<file path="src/rtl/alu_issue_if.sv">
// Bundle of decode-side, forwarding and ALU-side signals around the ID/EX register.
// The master side feeds decode data and consumes the ALU bundle; the slave side is the stage.
interface alu_issue_if #(
  parameter int DATA_W = 32,
  parameter int REG_AW = 5
) ();
  logic              in_valid;
  logic              in_ready;
  logic [5:0]        in_opcode;
  logic [5:0]        in_funct;
  logic [4:0]        in_shamt;
  logic [REG_AW-1:0] in_rs;
  logic [REG_AW-1:0] in_rt;
  logic [REG_AW-1:0] in_rd;
  logic [15:0]       in_imm;
  logic [DATA_W-1:0] rs_data;
  logic [DATA_W-1:0] rt_data;
  logic              exmem_wen;
  logic [REG_AW-1:0] exmem_waddr;
  logic [DATA_W-1:0] exmem_wdata;
  logic              memwb_wen;
  logic [REG_AW-1:0] memwb_waddr;
  logic [DATA_W-1:0] memwb_wdata;
  logic              flush;
  logic              out_valid;
  logic              out_ready;
  logic [DATA_W-1:0] a;
  logic [DATA_W-1:0] b;
  logic [5:0]        opcode;
  logic [5:0]        funct;
  logic [4:0]        shamt;
  logic [REG_AW-1:0] dest;
  logic              reg_write;
  logic              illegal;

  modport master (
    output in_valid, in_opcode, in_funct, in_shamt, in_rs, in_rt, in_rd, in_imm,
           rs_data, rt_data, exmem_wen, exmem_waddr, exmem_wdata,
           memwb_wen, memwb_waddr, memwb_wdata, flush, out_ready,
    input  in_ready, out_valid, a, b, opcode, funct, shamt, dest, reg_write, illegal
  );

  modport slave (
    input  in_valid, in_opcode, in_funct, in_shamt, in_rs, in_rt, in_rd, in_imm,
           rs_data, rt_data, exmem_wen, exmem_waddr, exmem_wdata,
           memwb_wen, memwb_waddr, memwb_wdata, flush, out_ready,
    output in_ready, out_valid, a, b, opcode, funct, shamt, dest, reg_write, illegal
  );
endinterface

</file>
<file path="src/rtl/alu_issue_stage.sv">
// ID/EX register in front of the ALU: forwards operands at capture, builds operand b
// from register or extended immediate, and holds a stable bundle under valid/ready.
module alu_issue_stage #(
  parameter int DATA_W = 32,
  parameter int REG_AW = 5
) (
  input logic        clk,
  input logic        rst_n,
  alu_issue_if.slave bus
);
  localparam logic [5:0] OP_RTYPE = 6'b000000;
  localparam logic [5:0] OP_ADDI  = 6'b001000;
  localparam logic [5:0] OP_ADDIU = 6'b001001;
  localparam logic [5:0] OP_SLTI  = 6'b001010;
  localparam logic [5:0] OP_SEQI  = 6'b001011;
  localparam logic [5:0] OP_ANDI  = 6'b001100;
  localparam logic [5:0] OP_ORI   = 6'b001101;
  localparam logic [5:0] OP_XORI  = 6'b001110;

  // Register 0 is hard-wired to zero, so it must never pick up a forwarded value.
  function automatic logic [DATA_W-1:0] fwd_operand(
    input logic [REG_AW-1:0] idx,
    input logic [DATA_W-1:0] rf_data,
    input logic              ex_wen,
    input logic [REG_AW-1:0] ex_addr,
    input logic [DATA_W-1:0] ex_data,
    input logic              wb_wen,
    input logic [REG_AW-1:0] wb_addr,
    input logic [DATA_W-1:0] wb_data
  );
    logic [DATA_W-1:0] r;
    if (idx == {REG_AW{1'b0}}) begin
      r = {DATA_W{1'b0}};
    end else if (ex_wen && (ex_addr == idx)) begin
      r = ex_data;
    end else if (wb_wen && (wb_addr == idx)) begin
      r = wb_data;
    end else begin
      r = rf_data;
    end
    return r;
  endfunction

  function automatic logic funct_supported(input logic [5:0] f);
    logic r;
    case (f)
      6'b100000, 6'b100001, 6'b100010, 6'b100011,
      6'b000000, 6'b000001, 6'b000010, 6'b000011,
      6'b011000, 6'b100100, 6'b100101, 6'b100110,
      6'b100111, 6'b101010: r = 1'b1;
      default:              r = 1'b0;
    endcase
    return r;
  endfunction

  logic              valid_q, valid_d;
  logic [DATA_W-1:0] a_q, b_q;
  logic [5:0]        opcode_q, funct_q;
  logic [4:0]        shamt_q;
  logic [REG_AW-1:0] dest_q;
  logic              reg_write_q, illegal_q;

  logic              load_s, xfer_s, legal_s;
  logic [DATA_W-1:0] rs_fwd_s, rt_fwd_s, b_s;
  logic [REG_AW-1:0] dest_s;

  assign bus.in_ready = !valid_q || bus.out_ready;
  assign load_s       = bus.in_valid && bus.in_ready && !bus.flush;
  assign xfer_s       = valid_q && bus.out_ready;

  assign rs_fwd_s = fwd_operand(bus.in_rs, bus.rs_data, bus.exmem_wen, bus.exmem_waddr,
                                bus.exmem_wdata, bus.memwb_wen, bus.memwb_waddr, bus.memwb_wdata);
  assign rt_fwd_s = fwd_operand(bus.in_rt, bus.rt_data, bus.exmem_wen, bus.exmem_waddr,
                                bus.exmem_wdata, bus.memwb_wen, bus.memwb_waddr, bus.memwb_wdata);

  // Decode operand b, destination and legality from the incoming opcode class.
  always_comb begin
    b_s     = {DATA_W{1'b0}};
    dest_s  = {REG_AW{1'b0}};
    legal_s = 1'b0;
    case (bus.in_opcode)
      OP_RTYPE: begin
        b_s     = rt_fwd_s;
        dest_s  = bus.in_rd;
        legal_s = funct_supported(bus.in_funct);
      end
      OP_ADDI, OP_ADDIU, OP_SLTI, OP_SEQI: begin
        b_s     = {{(DATA_W-16){bus.in_imm[15]}}, bus.in_imm};
        dest_s  = bus.in_rt;
        legal_s = 1'b1;
      end
      OP_ANDI, OP_ORI, OP_XORI: begin
        b_s     = {{(DATA_W-16){1'b0}}, bus.in_imm};
        dest_s  = bus.in_rt;
        legal_s = 1'b1;
      end
      default: begin
        b_s     = {DATA_W{1'b0}};
        dest_s  = {REG_AW{1'b0}};
        legal_s = 1'b0;
      end
    endcase
  end

  // Valid next state: flush beats load, load beats transfer.
  always_comb begin
    valid_d = valid_q;
    if (bus.flush) begin
      valid_d = 1'b0;
    end else if (load_s) begin
      valid_d = 1'b1;
    end else if (xfer_s) begin
      valid_d = 1'b0;
    end else begin
      valid_d = valid_q;
    end
  end

  always_ff @(posedge clk or negedge rst_n) begin
    if (!rst_n) begin
      valid_q <= 1'b0;
    end else begin
      valid_q <= valid_d;
    end
  end

  // Payload only moves on load, which can never happen while a bundle is stalled.
  always_ff @(posedge clk or negedge rst_n) begin
    if (!rst_n) begin
      a_q         <= {DATA_W{1'b0}};
      b_q         <= {DATA_W{1'b0}};
      opcode_q    <= 6'b000000;
      funct_q     <= 6'b000000;
      shamt_q     <= 5'b00000;
      dest_q      <= {REG_AW{1'b0}};
      reg_write_q <= 1'b0;
      illegal_q   <= 1'b0;
    end else if (load_s) begin
      a_q         <= rs_fwd_s;
      b_q         <= b_s;
      opcode_q    <= bus.in_opcode;
      funct_q     <= bus.in_funct;
      shamt_q     <= bus.in_shamt;
      dest_q      <= dest_s;
      reg_write_q <= legal_s && (dest_s != {REG_AW{1'b0}});
      illegal_q   <= !legal_s;
    end else begin
      a_q         <= a_q;
      b_q         <= b_q;
      opcode_q    <= opcode_q;
      funct_q     <= funct_q;
      shamt_q     <= shamt_q;
      dest_q      <= dest_q;
      reg_write_q <= reg_write_q;
      illegal_q   <= illegal_q;
    end
  end

  assign bus.out_valid = valid_q;
  assign bus.a         = a_q;
  assign bus.b         = b_q;
  assign bus.opcode    = opcode_q;
  assign bus.funct     = funct_q;
  assign bus.shamt     = shamt_q;
  assign bus.dest      = dest_q;
  assign bus.reg_write = reg_write_q;
  assign bus.illegal   = illegal_q;
endmodule

</file>
<file path="src/flat_wrapper.sv">
// flat-port wrapper written by rule: the top's interface ports become plain ports
module alu_issue_stage_flat 
#(
  parameter int DATA_W = 32,
  parameter int REG_AW = 5
)
  (clk, rst_n, bus_in_valid, bus_in_opcode, bus_in_funct, bus_in_shamt, bus_in_rs, bus_in_rt, bus_in_rd, bus_in_imm, bus_rs_data, bus_rt_data, bus_exmem_wen, bus_exmem_waddr, bus_exmem_wdata, bus_memwb_wen, bus_memwb_waddr, bus_memwb_wdata, bus_flush, bus_out_ready, bus_in_ready, bus_out_valid, bus_a, bus_b, bus_opcode, bus_funct, bus_shamt, bus_dest, bus_reg_write, bus_illegal);
  alu_issue_if #(.DATA_W(DATA_W), .REG_AW(REG_AW)) bus_i ();
  input logic clk;
  input logic rst_n;
  input wire logic [$bits(bus_i.in_valid)-1:0] bus_in_valid;
  input wire logic [$bits(bus_i.in_opcode)-1:0] bus_in_opcode;
  input wire logic [$bits(bus_i.in_funct)-1:0] bus_in_funct;
  input wire logic [$bits(bus_i.in_shamt)-1:0] bus_in_shamt;
  input wire logic [$bits(bus_i.in_rs)-1:0] bus_in_rs;
  input wire logic [$bits(bus_i.in_rt)-1:0] bus_in_rt;
  input wire logic [$bits(bus_i.in_rd)-1:0] bus_in_rd;
  input wire logic [$bits(bus_i.in_imm)-1:0] bus_in_imm;
  input wire logic [$bits(bus_i.rs_data)-1:0] bus_rs_data;
  input wire logic [$bits(bus_i.rt_data)-1:0] bus_rt_data;
  input wire logic [$bits(bus_i.exmem_wen)-1:0] bus_exmem_wen;
  input wire logic [$bits(bus_i.exmem_waddr)-1:0] bus_exmem_waddr;
  input wire logic [$bits(bus_i.exmem_wdata)-1:0] bus_exmem_wdata;
  input wire logic [$bits(bus_i.memwb_wen)-1:0] bus_memwb_wen;
  input wire logic [$bits(bus_i.memwb_waddr)-1:0] bus_memwb_waddr;
  input wire logic [$bits(bus_i.memwb_wdata)-1:0] bus_memwb_wdata;
  input wire logic [$bits(bus_i.flush)-1:0] bus_flush;
  input wire logic [$bits(bus_i.out_ready)-1:0] bus_out_ready;
  output wire logic [$bits(bus_i.in_ready)-1:0] bus_in_ready;
  output wire logic [$bits(bus_i.out_valid)-1:0] bus_out_valid;
  output wire logic [$bits(bus_i.a)-1:0] bus_a;
  output wire logic [$bits(bus_i.b)-1:0] bus_b;
  output wire logic [$bits(bus_i.opcode)-1:0] bus_opcode;
  output wire logic [$bits(bus_i.funct)-1:0] bus_funct;
  output wire logic [$bits(bus_i.shamt)-1:0] bus_shamt;
  output wire logic [$bits(bus_i.dest)-1:0] bus_dest;
  output wire logic [$bits(bus_i.reg_write)-1:0] bus_reg_write;
  output wire logic [$bits(bus_i.illegal)-1:0] bus_illegal;
  assign bus_i.in_valid = bus_in_valid;
  assign bus_i.in_opcode = bus_in_opcode;
  assign bus_i.in_funct = bus_in_funct;
  assign bus_i.in_shamt = bus_in_shamt;
  assign bus_i.in_rs = bus_in_rs;
  assign bus_i.in_rt = bus_in_rt;
  assign bus_i.in_rd = bus_in_rd;
  assign bus_i.in_imm = bus_in_imm;
  assign bus_i.rs_data = bus_rs_data;
  assign bus_i.rt_data = bus_rt_data;
  assign bus_i.exmem_wen = bus_exmem_wen;
  assign bus_i.exmem_waddr = bus_exmem_waddr;
  assign bus_i.exmem_wdata = bus_exmem_wdata;
  assign bus_i.memwb_wen = bus_memwb_wen;
  assign bus_i.memwb_waddr = bus_memwb_waddr;
  assign bus_i.memwb_wdata = bus_memwb_wdata;
  assign bus_i.flush = bus_flush;
  assign bus_i.out_ready = bus_out_ready;
  assign bus_in_ready = bus_i.in_ready;
  assign bus_out_valid = bus_i.out_valid;
  assign bus_a = bus_i.a;
  assign bus_b = bus_i.b;
  assign bus_opcode = bus_i.opcode;
  assign bus_funct = bus_i.funct;
  assign bus_shamt = bus_i.shamt;
  assign bus_dest = bus_i.dest;
  assign bus_reg_write = bus_i.reg_write;
  assign bus_illegal = bus_i.illegal;
  alu_issue_stage #(.DATA_W(DATA_W), .REG_AW(REG_AW)) u_core (.clk(clk), .rst_n(rst_n), .bus(bus_i));
endmodule
</file>
<file path="config.mk">
export PLATFORM = sky130hd
export DESIGN_NAME = alu_issue_stage_flat
export DESIGN_NICKNAME = d
export VERILOG_FILES = /design/src/rtl/alu_issue_if.sv /design/src/rtl/alu_issue_stage.sv /design/src/flat_wrapper.sv
export SDC_FILE = /design/constraint.sdc
export NUM_CORES = 1
export LEC_CHECK = 0
export CORE_MARGIN = 3
export CORE_UTILIZATION = 25
export DETAILED_ROUTE_END_ITERATION = 10
export GPL_TIMING_DRIVEN = 0
export PLACE_DENSITY = 0.56
export SLEW_MARGIN = 15
export SYNTH_ARGS = -nofsm -noshare
export SYNTH_HDL_FRONTEND = slang
export SYNTH_SLANG_ARGS = --single-unit
</file>
<file path="constraint.sdc">
create_clock -name clk -period 4.5 [get_ports clk]
set_input_delay 0.675 -clock clk [delete_from_list [all_inputs] [get_ports clk]]
set_output_delay 0.675 -clock clk [all_outputs]
set_load 0.01 [all_outputs]
</file>
Yosys cells after proc, flatten, opt, wreduce, memory -nomap -nowiden --
Memories as Yosys holds them, arrays and structs flattened. Index checks and enable logic that the tools add are counted.
Word-level totals: register bits after elaboration 89, ROM bits 64, input bits 193, output and inout bits 90, logic and storage cells 53, memories 1
Memory list:
- (name not given) | words 64, bits a word 1, rd ports 1, clocked after Yosys merged registers in 0, wr ports 0, RTL line alu_issue_stage.sv:46 | case (f)
Operators by class: equal/unequal tests 11, muxes and demuxes 12, reduce and logical (&&, ||, !) cells 20
Operators with widths (count):
- 2-to-1 mux 32 bit | 6
- case mux 32 bit (3 select lines) | 1
- == test 6 x 4 -> 1 bit, second input constant | 7
- == test 5 bit | 4
- zero test 5 bit | 2
- case mux 5 bit (2 select lines) | 1
- logical AND 1 bit | 8
- OR reduction 7 bit | 1
- zero test 6 bit | 1
- nonzero test 5 bit | 1
- OR reduction 4 bit | 1
- zero test 1 bit | 3
- 2-to-1 mux 1 bit | 3
- nonzero test 3 bit | 1
- OR reduction 3 bit | 1
- case mux 1 bit (2 select lines) | 1
- logical OR 1 bit | 1

Depth between registers and ports, before layout --
word-level depth 6, mapped depth 8

Worst setup path before layout --
OpenSTA, ideal clock, no wires.
path kind input-to-reg, from input bus_in_opcode[5], to register u_core.b_q[28] (netlist: u_core.bus.b[28]), library setup time 80 ps, data arrival time 2082 ps, required time 4420 ps, slack 2338 ps, cell stages on the path 6, path buffers 1, cell sequence or3_4 -> nor4_4 -> nor3b_4 -> nand2_2 -> buf_2 -> o211ai_2
Between the ends: word-level cells in the longest chain between the ends 3
RTL lines:
- from (decl) | RTL line flat_wrapper.sv:12 | input wire logic [$bits(bus_i.in_opcode)-1:0] bus_in_opcode;
- == test 6 x 4 -> 1 bit | RTL line alu_issue_stage.sv:81 | case (bus.in_opcode)
- OR reduction 4 bit / OR reduction 3 bit (equally long branches)
- case mux 32 bit (3 select lines) (*) | RTL line alu_issue_stage.sv:81
- to (signal assigned) | RTL line alu_issue_stage.sv:131 | b_q <= {DATA_W{1'b0}};
- to (signal assigned) | RTL line alu_issue_stage.sv:140 | b_q <= b_s;
- to (signal assigned) | RTL line alu_issue_stage.sv:149 | b_q <= b_q;
- to (decl) | RTL line alu_issue_stage.sv:57 | logic [DATA_W-1:0] a_q, b_q;
Mark *: on every way between the ends. The rest lies on a longest branch, timed or not. A chain may end at the register's enable or synchronous reset.

Worst setup path in the final report --
from input bus_flush, to register u_core.a_q[7] (netlist: u_core.bus.a[7])
Between the ends: word-level cells in the longest chain between the ends 2
RTL lines:
- from (decl) | RTL line flat_wrapper.sv:27 | input wire logic [$bits(bus_i.flush)-1:0] bus_flush;
- zero test 1 bit | RTL line alu_issue_stage.sv:68 | assign load_s = bus.in_valid && bus.in_ready && !bus.flush;
- logical AND 1 bit | RTL line alu_issue_stage.sv:68
- to (signal assigned) | RTL line alu_issue_stage.sv:130 | a_q <= {DATA_W{1'b0}};
- to (signal assigned) | RTL line alu_issue_stage.sv:139 | a_q <= rs_fwd_s;
- to (signal assigned) | RTL line alu_issue_stage.sv:148 | a_q <= a_q;
- to (decl) | RTL line alu_issue_stage.sv:57
Every way passes these cells.

==> metrics.md <==
| Metric | Value |
|---|---|
| Status | `completed` |
| Setup Skew | `0.0119 ns` |
| Leak | `0.00334 uW` |
| Antenna diodes | `0` |
| Total Wirelength | `22,600 um` |
| Complex-gate fraction of the synthesized area | `25.5%` |
| CTS tree | `yes` |
| Hold Crit Class | `input port to async pin` |
| RSZ-0062 raised after global routing | `no` |
| Vias per inst | `4.98` |
| Period Utilization, post-route | `70.5%` |
| Clock transition at the registers of the reported paths | `0.07 ns` |
| Yosys Warn Count | `0` |
| Vias in the first global route | `5,838` |
| Synth Area in Simple Gates | `12.7%` |
| Mux cell area share after synthesis | `9.68%` |
| Core Util, Final | `44.3%` |
| Placer Congestion | `0.856` |
| Pins Over Slew Limit | `0` |
| Grt total ovfl | `0` |
| Largest family of logic cells by synthesized area | `compound AO/OA/AOI/OAI gates` |
| Worst-Skew Late Latency | `0.35 ns` |
| Clock root buffer | `clkbuf_16` |
| Final worst slack | `1.33 ns` |
| Top post-synthesis cells by area | `dfrtp_1, mux2i_1, o21ai_0` |
| Remaining antenna violation count | `0` |
| Dpl ws | `0.979 ns` |
| Fin. Hold Viols | `0` |
| Core area | `19,100 um2` |
| FILL cells | `1,846` |
| Post-synth top area cell | `dfrtp_1` |
| Post-synth top flop | `dfrtp_1` |
| Final nets | `1,016` |
| Layout cells sized above 1 | `4.71%` |
| Die H | `147 um` |
| Initial antenna violation count | `1` |
| Critical Path RT | `4.76 ns` |
| Port-buffer cells | `282` |
| Die area | `21,600 um2` |
| Sequential fraction of the synthesis area | `44.9%` |
| Worst Setup Start Kind | `input port` |
| Max Root-Sink Buffers | `2` |
| Power per cell area | `291 nW/um2` |
| TritonCTS buffer count | `9` |
| Critical path type | `input port to flop` |
| FMAX | `0.315 GHz` |
| Post-layout min period | `3.17 ns` |
| Peak VDD IR | `178 uV` |
| Seq cells post-synth | `89` |
| Die width | `147 um` |
| Avg Cell Area, Syn | `9.38 um2` |
| Relative slew slack | `18.3%` |
| FFs w/ async S/R, synth | `100%` |
| Number of gates resized after CTS | `0` |
| Largest net degree at the start of global routing | `50` |
| Hold-fix buffers, CTS | `0` |
| Cell with the most instances after synthesis | `dfrtp_1` |
| Hold slack | `0.327 ns` |
| Yosys cell types | `45` |
| Via count | `5,419` |
| Mapped Cells | `529` |
| Crit Path Max Fanout | `10` |
| First-pass GRT wire length | `34,500 um` |
| Synth top cells by count | `dfrtp_1, nand2_1, o21ai_0` |
| # Max-Cap Violations | `0` |
| Synthesized area | `4960 um2` |
| GR Util All Layers | `20.6%` |
| Area fraction of the dominant cell type after synthesis | `44.9%` |
| H-tree depth | `3` |
| Setup violations, final | `0` |
| Setup TNS | `0 ns` |
| # IOs | `283` |
| Setup bufs post-CTS | `0` |
| Row Count | `50` |
| Area delta synth->final | `70.4%` |
| 1st-pass router iterations | `4` |
| Routed len/inst | `20.8 um` |
| DR DRC count | `0` |
| Post-synth EDFFs | `0` |
| DP HPWL | `17,900 um` |
| CP endpoint kind | `flop` |
| Worst EP arrival | `3.43 ns` |
| Worst-margin pin slew | `1.21 ns` |
| Initial core utilization | `26.0%` |
| Initial DRC count | `277` |
| Post-synthesis adder-cell area fraction | `0%` |
| Clk sinks | `89` |
| Xor and xnor area share after synthesis | `3.53%` |
| Synthesized Nets | `722` |
## placed cells by master (no fill, tap or decap), types with 2 or more instances in the layout
| cell | instances |
|---|---|
| mux2i_1 | 48 |
| o211ai_2 | 2 |
| and3_1 | 14 |
| buf_2 | 11 |
| a21boi_0 | 16 |
| nand3_1 | 9 |
| o211ai_1 | 6 |
| inv_1 | 3 |
| nor4_1 | 2 |
| nand2_1 | 56 |
| a221oi_1 | 5 |
| a21o_1 | 8 |
| xor2_1 | 6 |
| nor2_1 | 28 |
| a31oi_1 | 8 |
| clkbuf_16 | 9 |
| a22oi_1 | 32 |
| nand2b_1 | 2 |
| nand4_1 | 2 |
| o21ai_0 | 49 |
| buf_4 | 2 |
| dfrtp_1 | 89 |
| nor2b_1 | 2 |
| or4_1 | 2 |
| o21ai_1 | 22 |
| clkdlybuf4s50_1 | 281 |
| bufinv_16 | 2 |
| clkinv_2 | 2 |
| xnor2_1 | 14 |
| a21oi_1 | 25 |
| clkinv_4 | 2 |
| o21bai_1 | 4 |
| a211oi_1 | 18 |
| clkbuf_1 | 29 |
## sequential cells by signal, summed over array words and instances, names as in the netlist
name / flops
u_core.bus.shamt: 5
u_core.bus.opcode: 6
u_core.bus.illegal: 1
u_core.bus.dest: 5
u_core.bus.funct: 6
u_core.bus.out_valid: 1
u_core.bus.b: 32
u_core.bus.reg_write: 1
u_core.bus.a: 32
## path summary, 6_finish.rpt
check	start	to	slack [ns]	cells after the start
setup / recovery	bus_flush	u_core.bus.a[7]	1.33	7
hold / removal	rst_n	u_core.bus.b[8]	0.33	1
setup reg to reg	u_core.bus.out_valid	u_core.bus.a[7]	1.78	7
hold reg to reg	u_core.bus.funct[1]	u_core.bus.funct[1]	0.48	2
max in group asynchronous	rst_n	u_core.bus.b[26]	3.52	2
min in group clk	u_core.bus.funct[1]	u_core.bus.funct[1]	0.48	2
## area by class of cell
class	count	area [um2]	area share, %
inverter	3	11.3	0.133
buffer	42	175	2.07
multi-input combinational	395	2550	30.2
clock inverter	7	95.1	1.12
clock buffer	9	225	2.66
timing repair buffer	283	2850	33.7
sequential	89	2230	26.3
tap	260	325	3.85
## metal layers
layer | wire length, um | global-route usage (%)
met5 | 20 | 0
met4 | 652 | 7.64
met3 | 1660 | 5.06
met2 | 10700 | 34.0
met1 | 9630 | 26.2
## per-stage QoR
step	area [um2]	std cells	power [uW]
finish	8460	1088	2460
global route	8460	1088	2590
CTS	8460	1088	2490
detailed placement	8140	1072	1660
global placement	8110	1071	1650
floorplan	4960	529	1180
## cells by family (layout without fill, tap and decap cells)
kind of cell	after synthesis	in the layout
compound gates	199	199
simple gates	128	128
flops	89	89
mux	48	48
buf+inv	45	344
xor+xnor	20	20
## worst max-delay path, stage by stage
cell and delay, ns:
clkdlybuf4s50_1 0.43, nand2b_1 0.21, nand2b_1 0.30, nor4_1 1.02, clkbuf_1 0.54, a22oi_1 0.13, o21ai_0 0.11
## power by group
| part | switching (uW) | leakage, uW | internal [uW] |
|---|---|---|---|
| Combinational | 284 | 0.00205 | 404 |
| Clock | 339 | 0.000155 | 487 |
| Sequential | 55.7 | 0.00114 | 894 |
| Total | 679 | 0.00334 | 1780 |
No activity file was read; power rests on OpenSTA's default activity.
